### config.mk
export PLATFORM = sky130hd
export DESIGN_NAME = bandai_mapper_p
export DESIGN_NICKNAME = d
export VERILOG_FILES = /design/src/rtl/bandai_mapper_pkg.sv /design/src/rtl/bandai_mapper_p_bus_write_sync.sv /design/src/rtl/bandai_mapper_p.sv
export SDC_FILE = /design/constraint.sdc
export NUM_CORES = 1
export LEC_CHECK = 0
export CAP_MARGIN = 20
export CORE_ASPECT_RATIO = 2
export CORE_UTILIZATION = 50
export CTS_CLUSTER_SIZE = 12
export DETAILED_ROUTE_END_ITERATION = 10
export GPL_TIMING_DRIVEN = 1
export PLACE_DENSITY = 0.73
export SETUP_SLACK_MARGIN = 0.15
export SLEW_MARGIN = 10
export SYNTH_ARGS = -nofsm -noshare
export SYNTH_HDL_FRONTEND = slang
export SYNTH_SLANG_ARGS = --single-unit
### constraint.sdc
create_clock -name CLK -period 2.82 [get_ports CLK]
set_input_delay 0.282 -clock CLK [delete_from_list [all_inputs] [get_ports CLK]]
set_output_delay 0.282 -clock CLK [all_outputs]
set_load 0.05 [all_outputs]
### src/rtl/bandai_mapper_pkg.sv
// Shared constants and unlock-FSM types for the Bandai cartridge mapper.
package bandai_mapper_pkg;

    localparam logic [7:0] RegLao   = 8'hC0;
    localparam logic [7:0] RegRamb  = 8'hC1;
    localparam logic [7:0] RegRomb0 = 8'hC2;
    localparam logic [7:0] RegMctrl = 8'hCE;

    localparam int unsigned McByteBit = 0;
    localparam int unsigned McWpBit   = 1;

    localparam logic [15:0]             DefSeq       = 16'h5AA5;
    localparam int unsigned             DefStreamLen = 18;
    localparam logic [DefStreamLen-1:0] DefStream    = {1'b0, 16'h28A0, 1'b0};

    // Step counter supports unlock sequences of up to 16 addresses.
    localparam int unsigned StepW = 4;

    typedef enum logic {ModeLocked, ModeOpen} mode_e;

    typedef struct packed {
        mode_e            mode;
        logic [StepW-1:0] step;
    } state_t;

endpackage

### src/rtl/bandai_mapper_p_bus_write_sync.sv
// Synchronises the async WEn/OEn strobes and turns a completed write into a
// one-cycle commit pulse carrying the address/data latched while WEn was low.
module bus_write_sync (
    input  logic       clk_i,
    input  logic       rst_i,
    input  logic       we_n_i,
    input  logic       oe_n_i,
    input  logic [7:0] addr_i,
    input  logic [7:0] data_i,
    input  logic       iosel_i,
    output logic       commit_o,
    output logic [7:0] addr_o,
    output logic [7:0] data_o
);

    logic [1:0] we_sync_q, oe_sync_q;
    logic       we_prev_q;
    logic [7:0] addr_q, data_q;
    logic       iosel_q;

    always_ff @(posedge clk_i) begin
        if (rst_i) begin
            we_sync_q <= 2'b11;
            oe_sync_q <= 2'b11;
            we_prev_q <= 1'b1;
            addr_q    <= '0;
            data_q    <= '0;
            iosel_q   <= 1'b0;
        end else begin
            we_sync_q <= {we_sync_q[0], we_n_i};
            oe_sync_q <= {oe_sync_q[0], oe_n_i};
            we_prev_q <= we_sync_q[1];
            if (!we_sync_q[1]) begin
                addr_q  <= addr_i;
                data_q  <= data_i;
                iosel_q <= iosel_i;
            end
        end
    end

    // A write overlapping an active read is bus contention; drop it.
    assign commit_o = we_sync_q[1] & ~we_prev_q & iosel_q & oe_sync_q[1];
    assign addr_o   = addr_q;
    assign data_o   = data_q;

endmodule

### src/rtl/bandai_mapper_p.sv
// Bandai cartridge mapper: address-sequence unlock, boot bit-stream, bank
// registers and console address decode into chip selects / upper address.
module bandai_mapper_p
    import bandai_mapper_pkg::*;
#(
    parameter int unsigned               NUM_ROMB    = 2,
    parameter int unsigned               RADDR_W     = 7,
    parameter int unsigned               SEQ_LEN     = 2,
    parameter logic [SEQ_LEN*8-1:0]      SEQ         = DefSeq,
    parameter int unsigned               STREAM_LEN  = DefStreamLen,
    parameter logic [STREAM_LEN-1:0]     STREAM      = DefStream,
    parameter bit                        BYTEMODE_EN = 1'b1
) (
    input  logic               CLK,
    input  logic               RST,
    input  logic               CEn,
    input  logic               SSn,
    input  logic               WEn,
    input  logic               OEn,
    input  logic [7:0]         ADDR,
    input  logic [7:0]         DQ_I,
    output logic [7:0]         DQ_O,
    output logic               DQ_OE,
    output logic               SO,
    output logic               SO_OE,
    output logic               ROMCEn,
    output logic               RAMCEn,
    output logic               BYTEn,
    output logic [RADDR_W-1:0] RADDR,
    output logic               LOCKED
);

    state_t                state_q, state_d;
    logic                  load;
    logic [7:0]            exp_byte;
    logic [STREAM_LEN-1:0] sr_q;
    logic                  so_oe_q;

    logic [7:0] lao_q, ramb_q;
    logic [7:0] romb_q [NUM_ROMB];
    logic       byte_q, wp_q;

    logic       open, iosel, rce, byte_n, ram_ce, rom_ce;
    logic [3:0] seg;
    logic       wr_commit;
    logic [7:0] wr_addr, wr_data;
    logic       rd_hit;
    logic [7:0] rd_val, rom_bank;

    assign open  = (state_q.mode == ModeOpen);
    assign iosel = ~(SSn & CEn);
    assign seg   = ADDR[7:4];

    always_comb begin
        state_d  = state_q;
        load     = 1'b0;
        exp_byte = SEQ[(int'(SEQ_LEN) - 1 - int'(state_q.step)) * 8 +: 8];
        if (state_q.mode == ModeLocked) begin
            if (ADDR == exp_byte) begin
                if (state_q.step == StepW'(SEQ_LEN - 1)) begin
                    state_d.mode = ModeOpen;
                    state_d.step = '0;
                    load         = 1'b1;
                end else begin
                    state_d.step = state_q.step + 1'b1;
                end
            end else if (ADDR == SEQ[SEQ_LEN*8-1 -: 8]) begin
                state_d.step = StepW'(1);
            end else begin
                state_d.step = '0;
            end
        end
    end

    always_ff @(posedge CLK) begin
        if (RST) begin
            state_q <= '{mode: ModeLocked, step: '0};
            sr_q    <= '1;
            so_oe_q <= 1'b0;
        end else begin
            state_q <= state_d;
            sr_q    <= load ? STREAM : {1'b1, sr_q[STREAM_LEN-1:1]};
            so_oe_q <= 1'b1;
        end
    end

    bus_write_sync u_wsync (
        .clk_i    (CLK),
        .rst_i    (RST),
        .we_n_i   (WEn),
        .oe_n_i   (OEn),
        .addr_i   (ADDR),
        .data_i   (DQ_I),
        .iosel_i  (iosel),
        .commit_o (wr_commit),
        .addr_o   (wr_addr),
        .data_o   (wr_data)
    );

    always_ff @(posedge CLK) begin
        if (RST) begin
            lao_q  <= 8'hFF;
            ramb_q <= 8'hFF;
            for (int i = 0; i < NUM_ROMB; i++) romb_q[i] <= 8'hFF;
            byte_q <= 1'b0;
            wp_q   <= 1'b0;
        end else if (open && wr_commit) begin
            if (wr_addr == RegLao)  lao_q  <= wr_data;
            if (wr_addr == RegRamb) ramb_q <= wr_data;
            for (int i = 0; i < NUM_ROMB; i++) begin
                if (wr_addr == RegRomb0 + 8'(i)) romb_q[i] <= wr_data;
            end
            if (wr_addr == RegMctrl) begin
                byte_q <= BYTEMODE_EN & wr_data[McByteBit];
                wp_q   <= wr_data[McWpBit];
            end
        end
    end

    always_comb begin
        rd_hit = 1'b1;
        rd_val = '0;
        if (ADDR == RegLao) begin
            rd_val = lao_q;
        end else if (ADDR == RegRamb) begin
            rd_val = ramb_q;
        end else if (ADDR == RegMctrl) begin
            rd_val = {6'b0, wp_q, byte_q};
        end else begin
            rd_hit = 1'b0;
            for (int i = 0; i < NUM_ROMB; i++) begin
                if (ADDR == RegRomb0 + 8'(i)) begin
                    rd_hit = 1'b1;
                    rd_val = romb_q[i];
                end
            end
        end
    end

    assign DQ_OE = open & iosel & ~OEn & WEn & rd_hit;
    assign DQ_O  = rd_val;

    assign byte_n = BYTEMODE_EN ? ~byte_q : 1'b1;
    assign rce    = open & SSn & ~CEn;
    // Write-protected RAM is deselected only while the console is writing.
    assign ram_ce = rce & (seg == 4'd1) & byte_n & ~(wp_q & ~WEn);
    assign rom_ce = rce & ((seg >= 4'd2) | ((seg == 4'd1) & ~byte_n));

    always_comb begin
        rom_bank = '0;
        for (int i = 0; i < NUM_ROMB; i++) begin
            if (seg == 4'(i + 2)) rom_bank = romb_q[i];
        end
        if (!(ram_ce || rom_ce)) begin
            RADDR = '0;
        end else if (seg > 4'(1 + NUM_ROMB)) begin
            RADDR = {lao_q[RADDR_W-5:0], seg};
        end else if (seg == 4'd1) begin
            RADDR = ramb_q[RADDR_W-1:0];
        end else begin
            RADDR = rom_bank[RADDR_W-1:0];
        end
    end

    assign RAMCEn = ~ram_ce;
    assign ROMCEn = ~rom_ce;
    assign BYTEn  = byte_n;
    assign SO     = sr_q[0];
    assign SO_OE  = so_oe_q;
    assign LOCKED = ~open;

endmodule

==> qor.yml <==
dp.final_hpwl_um: 6342
finalWirelength_um: 8549
synth_area_leader_cell: "dfxtp_1"
grt_max_degree: 51
worst_ep_arrival_time_ns: 2.28
cts_root_buffer: "clkbuf_16"
synthMuxAreaShare_pct: 14.30
rows: 43
routedWlPerCell_um: 17.17
met1_usage_pct: 29.92
cts_hold_buf: 0
p_leak_nw: 1.775
tns_ns: 0
die_area_um2: 7484
synth_cell_types: 53
ioPinCount: 44
clockBufferDepth: 2
area_growth_pct: 29.48
syn-cell-area_um2: 3561
yosys-top-cells-count: "64 x dfxtp_1, 38 x nor2_1, 36 x nand2_1"
slew_viol_final: 0
yosysWarningCount: 0
ir_drop_mv: 0.4871
antennaDiodeCount: 0
vias: 2837
synth_seq_cells: 80
worstPathMaxFanout: 7
ant_nets: 0
synthSimpleGateAreaFrac_pct: 20.27
nets: 428
clkSlewWorstSetupHoldPaths_ns: 0.06
cts_tree: "done"
syn_inst: 355
p_per_area_nw_per_um2: 541.6
drive_above_1_share_pct: 19.12
grt_pass1_wl_um: 14300
finalCritPeriodShare_pct: 91.01
grt_setup_unrepaired: "no"
cts_htree_levels: 3
synth_adder_area_share_pct: 1.054
start_util_pct: 51.71
reg2reg_depth: 7
synth_top_family_by_area: "simple AND/OR/NAND/NOR gates"
dr.pass1.iters: 4
cts_sinks: 80
crit_required_ns: 2.54
synthFlopType: "dfxtp_1"
ys_seq_area_share_pct: 49.47
portBuffers: 43
globalRouteMet2Util_pct: 46.03
drt-vias-per-instance: 5.697
track_usage_pct: 26.86
synthXorXnorAreaFrac_pct: 0
hold_start: "u_wsync.we_sync_q[0]"
fmax_mhz: 389.7
antenna_found_initial: 0
overflow: 0
endpoint_kind: "output pin"
die_h_um: 121.3
crit_type: "input pin to output pin"
finalCriticalPeriod_ns: 2.566
drt_iter0_drc: 182
hold_viol: 0
yosysTopAreaCellShare_pct: 35.98
place.gp.congestion: 0.8956
cts_inserted_buffers: 9
synth-edff-count: 16
core_um2: 6887
finalSetupViolCount: 0
async_reset_ff_share_pct: 0
clock_latency_ns: 0.34
cp-start-kind: "input pin"
holdWs_ns: 0.4160
timing.rr.start: "state_q[1]"
min-delay-path-class: "flop to flop"
dieWidth_um: 61.68
grt_pass1_vias: 2892
hold_path_depth: 1
busiest_layer: "met2"
drc: 0
startpoint: "ADDR[0]"
ys_top_cells_by_area: "dfxtp_1 36%, edfxtp_1 13%, mux2i_1 9.6%, nor2_1 4.0%, nand2_1 3.8%"
max_slew.worst_pin.slew_ns: 0.7984
synth_fp_nets: 380
fin_skew_ns: 0.006537
p_total_mw: 2.497
status: "finished clean"
synth_compound_area_share_pct: 10.05
max_slew_margin_pct: 46.49
syn_area_per_cell_um2: 10.03
yosysMostFrequentCell: "dfxtp_1"
use_met3_pct: 6.503
maxCapViolations: 0
layer usage:
layer / part of all wire, % / vias up
met4: 3.8 / 0
met5: 0 / -
met3: 4.5 / 30
met1: 37 / 1355
li1: - / 1356
met2: 54 / 96
sequential cells by signal (all words and copies together), names as in the netlist, 2 cells and up:
| signal | count |
|---|---|
| sr_q | 18 |
| romb_q | 16 |
| lao_q | 8 |
| ramb_q | 8 |
| u_wsync.addr_o | 8 |
| u_wsync.data_o | 8 |
| state_q | 4 |
| u_wsync.oe_sync_q | 2 |
| u_wsync.we_sync_q | 2 |
logic make-up after synthesis:
group | after synthesis
adders and majority gates | 3
AOI/OAI and AO/OA | 50
and+or+nand+nor | 140
DFF | 80
buffers and inverters | 39
muxes | 43
cell type report:
type | instances | area (µm²)
Fill cell | 593 | 2276
Sequential cell | 80 | 1762
Multi-Input combinational cell | 236 | 1644
Timing Repair Buffer | 62 | 743.2
Clock buffer | 10 | 250.2
Tap cell | 90 | 112.6
Inverter | 14 | 52.55
Clock inverter | 6 | 46.29
per-stage QoR:
stage               cell area [µm²]  cells  worst slack (ns)  util (%)
detailed placement             4309    482            0.2227     62.57
finish                         4611    498            0.2536     66.95
CTS                            4606    498            0.2764     66.88
floorplan                      3567    355            0.2249         -
global route                   4611    498            0.1519     66.95
global placement               4309    482            0.2738     62.57
repair_timing:
action | 4_1_cts | 5_1_grt
buffers inserted | 0 | 0
resized for setup | 0 | 1
endpoints found under the setup margin | 0 | 1
worst paths after layout:
kind | to | slack (ns)
min | u_wsync.we_sync_q[1] | 0.42
max reg2reg | state_q[3] | 0.28
min reg2reg | u_wsync.we_sync_q[1] | 0.42
max | DQ_O[0] | 0.25
cells in the final DEF (no fill, tap or decap), types with 3 or more instances in the layout:
cell type and count:
dfxtp_1 64, or3_1 8, ha_1 3, clkbuf_16 10
a21oi_1 10, nor3_1 7, a221oi_1 3, or2_2 6
nor4_1 3, clkdlybuf4s50_1 26, nand2_1 36, nor2_1 38
nand3_1 10, mux4_2 6, buf_12 17, mux2_2 3
o21ai_0 8, mux2i_1 34, nor2b_1 7, a21o_1 15
buf_4 19, inv_1 14, nand2b_1 4, edfxtp_1 16
critical path: stages:
cell	delay [ns]
clkdlybuf4s50_1	0.73
buf_4	0.23
a21oi_1	0.04
nor4_1	0.24
a21oi_1	0.07
o31ai_1	0.48
buf_12	0.20
report_power, final:
group / leakage [nW] / switching, mW / total (mW) / internal (mW)
registers: 0.628 / 0.00956 / 1.19 / 1.18
clock network: 0.145 / 0.483 / 1.14 / 0.658
logic: 1.00 / 0.0922 / 0.169 / 0.0768
total: 1.77 / 0.585 / 2.50 / 1.91
Power figures use the tool's default switching activity.
